===== src/rtl/uart_pkg.sv =====
// -----------------------------------------------------------------------------
// uart_pkg
// Shared definitions for the UART transmit path and the future receive path:
//   - FSM state encodings and the enumerated state type
//   - parity mode constants
//   - parity helper used when a word is loaded into the shifter
// -----------------------------------------------------------------------------
package uart_pkg;

    // FSM encodings. Values 5..7 are unused and recover to IDLE.
    localparam logic [2:0] ST_IDLE   = 3'd0;
    localparam logic [2:0] ST_START  = 3'd1;
    localparam logic [2:0] ST_DATA   = 3'd2;
    localparam logic [2:0] ST_PARITY = 3'd3;
    localparam logic [2:0] ST_STOP   = 3'd4;

    typedef enum logic [2:0] {
        S_IDLE   = ST_IDLE,
        S_START  = ST_START,
        S_DATA   = ST_DATA,
        S_PARITY = ST_PARITY,
        S_STOP   = ST_STOP
    } tx_state_t;

    // Parity modes
    localparam int PAR_NONE = 0;
    localparam int PAR_ODD  = 1;
    localparam int PAR_EVEN = 2;

    // Widest supported data word. Narrower words are zero-extended before
    // calling parity_bit, which leaves the XOR reduction unchanged.
    localparam int MAX_DATA_BITS = 9;

    // Even parity makes the total count of ones even (bit = ^data);
    // odd parity makes it odd (bit = ~^data).
    function automatic logic parity_bit(input logic [MAX_DATA_BITS-1:0] data,
                                        input int                       mode);
        if (mode == PAR_ODD) begin
            return ~^data;
        end
        return ^data;
    endfunction

endpackage


===== src/rtl/uart_tx_frame_if.sv =====
// -----------------------------------------------------------------------------
// uart_tx_frame_if
// Valid/ready word handshake between a system-side producer and the UART
// transmitter.
//   data_i  : word to transmit (DATA_BITS wide)
//   valid_i : data_i valid
//   ready_o : transmitter can accept; transfer on valid_i && ready_o
// Modports: master = producer side, slave = transmitter side.
// -----------------------------------------------------------------------------
interface uart_tx_frame_if #(
    parameter int DATA_BITS = 8
);
    logic [DATA_BITS-1:0] data_i;
    logic                 valid_i;
    logic                 ready_o;

    modport master (output data_i, output valid_i, input  ready_o);
    modport slave  (input  data_i, input  valid_i, output ready_o);

endinterface


===== src/rtl/uart_sync_fifo.sv =====
// -----------------------------------------------------------------------------
// uart_sync_fifo
// Single-clock FIFO with first-word-fall-through read: o_rd_data always shows
// the head entry, so a consumer can use the word on the same edge it pops.
// Ports:
//   clk, srst   : clock, synchronous active-high reset (empties the FIFO)
//   i_push      : write i_wr_data (ignored while full, even if popping)
//   i_wr_data   : data to write
//   i_pop       : remove head entry (ignored while empty)
//   o_rd_data   : head entry
//   o_full      : level == DEPTH
//   o_empty     : level == 0
//   o_level     : current occupancy, 0..DEPTH
// DEPTH must be a power of two so the pointers wrap by natural overflow.
// -----------------------------------------------------------------------------
module uart_sync_fifo #(
    parameter int WIDTH = 8,
    parameter int DEPTH = 4,
    localparam int AW   = $clog2(DEPTH),
    localparam int LW   = AW + 1
) (
    input  logic             clk,
    input  logic             srst,
    input  logic             i_push,
    input  logic [WIDTH-1:0] i_wr_data,
    input  logic             i_pop,
    output logic [WIDTH-1:0] o_rd_data,
    output logic             o_full,
    output logic             o_empty,
    output logic [LW-1:0]    o_level
);

    logic [WIDTH-1:0] r_mem [DEPTH];
    logic [AW-1:0]    r_wr_ptr;
    logic [AW-1:0]    r_rd_ptr;
    logic [LW-1:0]    r_level;

    logic w_push_ok;
    logic w_pop_ok;

    // Full/empty come from the registered level only, so a pop in the same
    // cycle never frees space for a push.
    assign o_full    = (r_level == LW'(DEPTH));
    assign o_empty   = (r_level == '0);
    assign o_level   = r_level;
    assign w_push_ok = i_push && !o_full;
    assign w_pop_ok  = i_pop && !o_empty;

    always_ff @(posedge clk) begin
        if (srst) begin
            r_wr_ptr <= '0;
            r_rd_ptr <= '0;
            r_level  <= '0;
        end else begin
            if (w_push_ok) begin
                r_wr_ptr <= r_wr_ptr + AW'(1);
            end
            if (w_pop_ok) begin
                r_rd_ptr <= r_rd_ptr + AW'(1);
            end
            case ({w_push_ok, w_pop_ok})
                2'b10:   r_level <= r_level + LW'(1);
                2'b01:   r_level <= r_level - LW'(1);
                default: r_level <= r_level;
            endcase
        end
    end

    // Storage has no reset; stale contents are unreachable once the
    // pointers and level are cleared.
    always_ff @(posedge clk) begin
        if (w_push_ok) begin
            r_mem[r_wr_ptr] <= i_wr_data;
        end
    end

    assign o_rd_data = r_mem[r_rd_ptr];

endmodule


===== src/rtl/uart_tx_frame.sv =====
// -----------------------------------------------------------------------------
// uart_tx_frame
// Parametrised UART transmitter with an input FIFO. Frames are
// start(0), DATA_BITS data bits LSB first, optional parity, STOP_BITS stop
// bits(1). Consecutive queued words are sent with no idle gap.
// Ports:
//   clk      : system clock
//   reset    : synchronous active-high reset; aborts any frame, empties FIFO
//   bus      : valid/ready word input (slave side of uart_tx_frame_if)
//   serial_o : UART line, idles high
//   active_o : high from start bit through last stop bit
//   done_o   : one-cycle pulse at the end of each frame's final stop bit
//   level_o  : FIFO occupancy
// -----------------------------------------------------------------------------
module uart_tx_frame
    import uart_pkg::*;
#(
    parameter int CLOCKS_PER_BIT = 16,
    parameter int DATA_BITS      = 8,
    parameter int PARITY         = 0,
    parameter int STOP_BITS      = 1,
    parameter int FIFO_DEPTH     = 4
) (
    input  logic                        clk,
    input  logic                        reset,
    uart_tx_frame_if.slave              bus,
    output logic                        serial_o,
    output logic                        active_o,
    output logic                        done_o,
    output logic [$clog2(FIFO_DEPTH):0] level_o
);

    // The bit timer also times the whole stop period in one load, so it is
    // sized for STOP_BITS*CLOCKS_PER_BIT-1.
    localparam int            CW        = $clog2(STOP_BITS * CLOCKS_PER_BIT);
    localparam int            IW        = $clog2(DATA_BITS);
    localparam logic [CW-1:0] BIT_LOAD  = CW'(CLOCKS_PER_BIT - 1);
    localparam logic [CW-1:0] STOP_LOAD = CW'(STOP_BITS * CLOCKS_PER_BIT - 1);
    localparam logic [IW-1:0] LAST_BIT  = IW'(DATA_BITS - 1);

    // FIFO side
    logic                 w_push;
    logic                 w_pop;
    logic                 w_full;
    logic                 w_empty;
    logic [DATA_BITS-1:0] w_fifo_data;

    // FSM state and datapath registers, with their next values
    tx_state_t            r_state,   w_state_next;
    logic [CW-1:0]        r_cnt,     w_cnt_next;
    logic [IW-1:0]        r_bit_idx, w_bit_idx_next;
    logic [DATA_BITS-1:0] r_shift,   w_shift_next;
    logic                 r_parity,  w_parity_next;
    logic                 r_serial,  w_serial_next;
    logic                 r_active,  w_active_next;
    logic                 r_done,    w_done_next;

    logic                 w_cnt_zero;
    logic                 w_load_parity;

    // ready is held low during reset so nothing is accepted until the
    // cycle after reset deasserts.
    assign bus.ready_o = !w_full && !reset;
    assign w_push      = bus.valid_i && bus.ready_o;

    uart_sync_fifo #(
        .WIDTH (DATA_BITS),
        .DEPTH (FIFO_DEPTH)
    ) u_fifo (
        .clk       (clk),
        .srst      (reset),
        .i_push    (w_push),
        .i_wr_data (bus.data_i),
        .i_pop     (w_pop),
        .o_rd_data (w_fifo_data),
        .o_full    (w_full),
        .o_empty   (w_empty),
        .o_level   (level_o)
    );

    assign w_cnt_zero    = (r_cnt == '0);
    assign w_load_parity = parity_bit(MAX_DATA_BITS'(w_fifo_data), PARITY);

    always_comb begin
        w_state_next   = r_state;
        w_cnt_next     = r_cnt;
        w_bit_idx_next = r_bit_idx;
        w_shift_next   = r_shift;
        w_parity_next  = r_parity;
        w_serial_next  = r_serial;
        w_active_next  = r_active;
        w_done_next    = 1'b0;
        w_pop          = 1'b0;

        case (r_state)
            S_IDLE: begin
                w_serial_next = 1'b1;
                w_active_next = 1'b0;
                if (!w_empty) begin
                    // Pop and drive the start bit on the same edge.
                    w_pop         = 1'b1;
                    w_shift_next  = w_fifo_data;
                    w_parity_next = w_load_parity;
                    w_serial_next = 1'b0;
                    w_active_next = 1'b1;
                    w_cnt_next    = BIT_LOAD;
                    w_state_next  = S_START;
                end
            end

            S_START: begin
                if (w_cnt_zero) begin
                    w_state_next   = S_DATA;
                    w_serial_next  = r_shift[0];
                    w_bit_idx_next = '0;
                    w_cnt_next     = BIT_LOAD;
                end else begin
                    w_cnt_next = r_cnt - CW'(1);
                end
            end

            S_DATA: begin
                if (w_cnt_zero) begin
                    if (r_bit_idx == LAST_BIT) begin
                        if (PARITY != PAR_NONE) begin
                            w_state_next  = S_PARITY;
                            w_serial_next = r_parity;
                            w_cnt_next    = BIT_LOAD;
                        end else begin
                            w_state_next  = S_STOP;
                            w_serial_next = 1'b1;
                            w_cnt_next    = STOP_LOAD;
                        end
                    end else begin
                        // r_shift[0] is on the line; bit 1 goes next.
                        w_shift_next   = r_shift >> 1;
                        w_serial_next  = r_shift[1];
                        w_bit_idx_next = r_bit_idx + IW'(1);
                        w_cnt_next     = BIT_LOAD;
                    end
                end else begin
                    w_cnt_next = r_cnt - CW'(1);
                end
            end

            S_PARITY: begin
                if (w_cnt_zero) begin
                    w_state_next  = S_STOP;
                    w_serial_next = 1'b1;
                    w_cnt_next    = STOP_LOAD;
                end else begin
                    w_cnt_next = r_cnt - CW'(1);
                end
            end

            S_STOP: begin
                if (w_cnt_zero) begin
                    w_done_next = 1'b1;
                    if (!w_empty) begin
                        // Chain straight into the next frame, no idle bit.
                        w_pop         = 1'b1;
                        w_shift_next  = w_fifo_data;
                        w_parity_next = w_load_parity;
                        w_serial_next = 1'b0;
                        w_active_next = 1'b1;
                        w_cnt_next    = BIT_LOAD;
                        w_state_next  = S_START;
                    end else begin
                        w_serial_next = 1'b1;
                        w_active_next = 1'b0;
                        w_state_next  = S_IDLE;
                    end
                end else begin
                    w_cnt_next = r_cnt - CW'(1);
                end
            end

            default: begin
                w_state_next  = S_IDLE;
                w_serial_next = 1'b1;
                w_active_next = 1'b0;
                w_cnt_next    = '0;
            end
        endcase
    end

    always_ff @(posedge clk) begin
        if (reset) begin
            r_state   <= S_IDLE;
            r_cnt     <= '0;
            r_bit_idx <= '0;
            r_shift   <= '0;
            r_parity  <= 1'b0;
            r_serial  <= 1'b1;
            r_active  <= 1'b0;
            r_done    <= 1'b0;
        end else begin
            r_state   <= w_state_next;
            r_cnt     <= w_cnt_next;
            r_bit_idx <= w_bit_idx_next;
            r_shift   <= w_shift_next;
            r_parity  <= w_parity_next;
            r_serial  <= w_serial_next;
            r_active  <= w_active_next;
            r_done    <= w_done_next;
        end
    end

    assign serial_o = r_serial;
    assign active_o = r_active;
    assign done_o   = r_done;

endmodule

===== src/flat_wrapper.sv =====
// flat-port wrapper written by rule: the top's interface ports become plain ports
module uart_tx_frame_flat import uart_pkg::*;
#(
    parameter int CLOCKS_PER_BIT = 16,
    parameter int DATA_BITS      = 8,
    parameter int PARITY         = 0,
    parameter int STOP_BITS      = 1,
    parameter int FIFO_DEPTH     = 4
)
  (clk, reset, serial_o, active_o, done_o, level_o, bus_data_i, bus_valid_i, bus_ready_o);
  uart_tx_frame_if #(.DATA_BITS(DATA_BITS)) bus_i ();
  input  logic clk;
  input  logic reset;
  output logic serial_o;
  output logic active_o;
  output logic done_o;
  output logic [$clog2(FIFO_DEPTH):0] level_o;
  input wire logic [$bits(bus_i.data_i)-1:0] bus_data_i;
  input wire logic [$bits(bus_i.valid_i)-1:0] bus_valid_i;
  output wire logic [$bits(bus_i.ready_o)-1:0] bus_ready_o;
  assign bus_i.data_i = bus_data_i;
  assign bus_i.valid_i = bus_valid_i;
  assign bus_ready_o = bus_i.ready_o;
  uart_tx_frame #(.CLOCKS_PER_BIT(CLOCKS_PER_BIT), .DATA_BITS(DATA_BITS), .PARITY(PARITY), .STOP_BITS(STOP_BITS), .FIFO_DEPTH(FIFO_DEPTH)) u_core (.clk(clk), .reset(reset), .bus(bus_i), .serial_o(serial_o), .active_o(active_o), .done_o(done_o), .level_o(level_o));
endmodule

===== config.mk =====
export PLATFORM = sky130hd
export DESIGN_NAME = uart_tx_frame_flat
export DESIGN_NICKNAME = d
export VERILOG_FILES = /design/src/rtl/uart_pkg.sv /design/src/rtl/uart_tx_frame_if.sv /design/src/rtl/uart_sync_fifo.sv /design/src/rtl/uart_tx_frame.sv /design/src/flat_wrapper.sv
export SDC_FILE = /design/constraint.sdc
export NUM_CORES = 1
export LEC_CHECK = 0
export CORE_UTILIZATION = 45
export CTS_CLUSTER_SIZE = 16
export DETAILED_ROUTE_END_ITERATION = 6
export HOLD_SLACK_MARGIN = 0.05
export PLACE_DENSITY = 0.64
export REMOVE_ABC_BUFFERS = 1
export SLEW_MARGIN = 20
export SYNTH_ARGS = -nofsm -noshare
export SYNTH_HDL_FRONTEND = slang
export SYNTH_SLANG_ARGS = --single-unit

===== constraint.sdc =====
create_clock -name clk -period 4.7 [get_ports clk]
set_input_delay 0.705 -clock clk [delete_from_list [all_inputs] [get_ports clk]]
set_output_delay 0.705 -clock clk [all_outputs]
set_load 0.02 [all_outputs]

==> impl_metrics.csv <==
group,metric,value,unit
run_status,status,"finished clean",
route,routed-via-count,1774,
layout,final_util,53.7,%
synthesis,synth_enable_flop_cells,32,
synthesis,yosysTopAreaCell,"edfxtp_1",
global_route,grt_start_max_net_pins,23,
setup_path,crit_type,"register to register",
route,drtPass1Iterations,4,
synthesis,synth-seq-area-share,56.6,%
clock_network,cts_buffers,9,
setup_path,critPathArrivalTime,3320,ps
floorplan,die_height,80.3,um
place,dpl_worst_slack,1520,ps
layout,antennaDiodeCount,0,
clock_network,cts_root_buffer,"clkbuf_8",
setup_path,timing.critical_path.required,4970,ps
synthesis,yosysWarnings,0,
sta,finalHoldViolations,0,
pwr,switching_share,35.0,%
sta,worst_pin_slew,805,ps
clock_network,cts_max_level,3,
setup_path,slowest_delay,470,ps
place,buffer_ports.inserted,17,
global_route,grt_remaining_overflow,0,
sta,worst_hold_margin,460,ps
floorplan,chipWidth,80.3,um
layout,mostFrequentLayoutCell,"edfxtp_1",
layout,nNetsFinal,266,
clock_network,cts_tree,"built",
setup_path,crit_buf_inv,3,
place,hpwl,3150,um
clock_network,cts_hold_buf,0,
clock_network,cts.repair_timing.setup_buffer_count,0,
floorplan,pin_count,18,
sta,timing.final.crit_share,64.9,%
sta,unrepaired_setup_endpoints_after_global_routing,"false",
clock_network,worst_skew_pair.late_latency,340,ps
sta,fmax,328,MHz
synthesis,post_synthesis_async_set_or_reset_flop_share,0,%
clock_network,clk_pin_slew,70,ps
worst_hold_path,min-delay-path-class,"register to register",
sta,finalSetupTns,0,ps
route,drt.antenna.violating_nets,0,
pwr,power.density_cell_area,589,nW/um^2
setup_path,cp_max_fo,17,
floorplan,fp-row-count,28,
setup_path,critPathTopFamily,"adder cells",
setup_path,startpoint_type,"register",
synthesis,synth.top_cell.area_share,34.8,%
layout,post_route_cells_drive_above_1_share,12.4,%
sta,timing.clock.skew,9.39,ps
route,detailedRoute.firstIterationViolations,100,
floorplan,initial_core_util,46.6,%
layout,layout_common_cells,"edfxtp_1 (32), dfxtp_1 (30), clkdlybuf4s50_1 (17)",
synthesis,gate_count_after_technology_mapping,227,
pwr,worst_ir_drop_vdd,0.310,mV
setup_path,endpoint_kind,"register",
route,drc,0,
route,routedWlPerCell,14.6,um
global_route,groute.usage.overall,16.7,%
layout,syn_to_final_growth,15.3,%
pwr,pwr-share-clk,25.4,%
synthesis,syn-mean-instance-area,12.2,um^2
sta,fin_crit,3050,ps
global_route,antenna_found_initial,0,
synthesis,synth_ff_type,"edfxtp_1",
pwr,p_switching,0.000655,W
sta,slew_viol_final,0,
global_route,grt_pass1_wl,7720,um
setup_path,path_cells,"inv_1 > ha_1 > or3b_4 > a211o_1 > inv_2 > ha_1 > inv_1 > fa_1 > xor2_1 > or3_1 > a21oi_1",
sta,fin_ws,1650,ps
clock_network,cts_resized,0,
setup_path,critical-path-slowest-cell,"or3b_4",
synthesis,synth-seq-cells,62,
global_route,grt_pass1_vias,1556,
pwr,internal-power,0.00122,W
place,globalplace.congestion,0.736,
sta,setup_violations,0,
floorplan,core,5920,um^2
clock_network,clock_path_buffers,2,
clock_network,tritoncts_num_sinks,62,
sta,slew-limit-headroom,46.0,%
pwr,power.sequential.fraction,40.8,%
synthesis,synth.top_cells.by_area,"edfxtp_1 (35%), dfxtp_1 (22%), mux4_2 (6.5%)",
route,vias_per_cell,5.46,
route,drt_wl_total,4750,um
pwr,power.static_leakage,1.17,nW
floorplan,die_area,6450,um^2
synthesis,netlist_area,2760,um^2
pwr,share_comb_of_total_power,33.8,%
synthesis,synth_cell_types,49,
flow_run,max_cap_violation_count,0,
-- per-stage QoR --
stage | area (um^2) | power [W] | instances
after detailed placement | 2980 | 0.00141 | 309
after global placement | 2980 | 0.00140 | 309
after CTS | 3180 | 0.00189 | 325
final | 3180 | 0.00187 | 325
after floorplan | 2700 | 0.00124 | 215
after global routing | 3180 | 0.00200 | 325
-- power groups by stage --
| stage | clock [W] | combinational (W) | sequential (W) |
|---|---|---|---|
| 2_1_floorplan | 0 | 0.000466 | 0.000773 |
| 3_3_place_gp | 0 | 0.000621 | 0.000777 |
| 3_5_place_dp | 0 | 0.000629 | 0.000779 |
| 4_1_cts | 0.000490 | 0.000633 | 0.000767 |
| 5_1_grt | 0.000513 | 0.000707 | 0.000783 |
| 6_report | 0.000475 | 0.000634 | 0.000765 |
-- tightest hold or removal path: stages, from the launching register on --
cell	delay, ps
dfxtp_1	310
nand2_1	50
a21oi_1	50
-- kinds of logic (layout without fill, tap and decap cells) --
| logic type | after synthesis | after routing | synth area share, % |
|---|---|---|---|
| xor+xnor | 4 | 4 | 1.27 |
| mux | 16 | 16 | 9.43 |
| compound gates | 53 | 53 | 12.6 |
| flops | 62 | 62 | 56.6 |
| fa+ha+maj | 10 | 10 | 4.81 |
| simple gates | 56 | 56 | 11.1 |
| buf+inv | 26 | 49 | 4.17 |
-- final timing paths --
kind / end / slack [ps] / cells after the start / startpoint
min reg2reg: u_core.r_bit_idx[2] / 460 / 2 / u_core.r_bit_idx[2]
min: u_core.r_bit_idx[2] / 460 / 2 / u_core.r_bit_idx[2]
max reg2reg: u_core.u_fifo.o_level[2] / 1650 / 11 / u_core.r_cnt[0]
max: u_core.u_fifo.o_level[2] / 1650 / 11 / u_core.r_cnt[0]
-- final cells by class --
class / count / area (um^2)
inverter: 14 / 52.6
fill: 513 / 2740
clock inverter: 7 / 81.3
clock buffer: 9 / 124
multi-input combinational: 139 / 1080
timing repair buffer: 19 / 185
tap: 75 / 93.8
sequential: 62 / 1560
-- per-layer routing --
metal	GRT usage, %	routed length [um]	vias up
li1	-	-	883
met1	22.5	2340	850
met4	8.57	91	0
met5	0	0	-
met3	5.00	171	8
met2	24.1	2140	33
-- synthesized netlist by cell type, types with 4 or more instances --
master,n
dfxtp_1,30
edfxtp_1,32
ha_1,9
inv_1,12
clkbuf_1,6
nand2_1,8
nor3_1,4
nor2_1,16
a21oi_1,16
and2_1,5
mux4_2,8
o311a_1,7
nand2b_1,4
mux2i_1,8
o21ai_0,14
or3_1,5
-- state kept, by name, summed over array words and instances, names as in the netlist, named ones only --
register,flops
u_core.u_fifo.r_wr_ptr,2
u_core.r_state,3
u_core.r_bit_idx,3
u_core.u_fifo.r_mem,32
u_core.serial_o,1
u_core.active_o,1
u_core.u_fifo.o_level,3
u_core.r_shift,8
u_core.r_cnt,4
u_core.done_o,1
u_core.u_fifo.r_rd_ptr,2
Note: power is estimated with default switching activity, not from simulation.
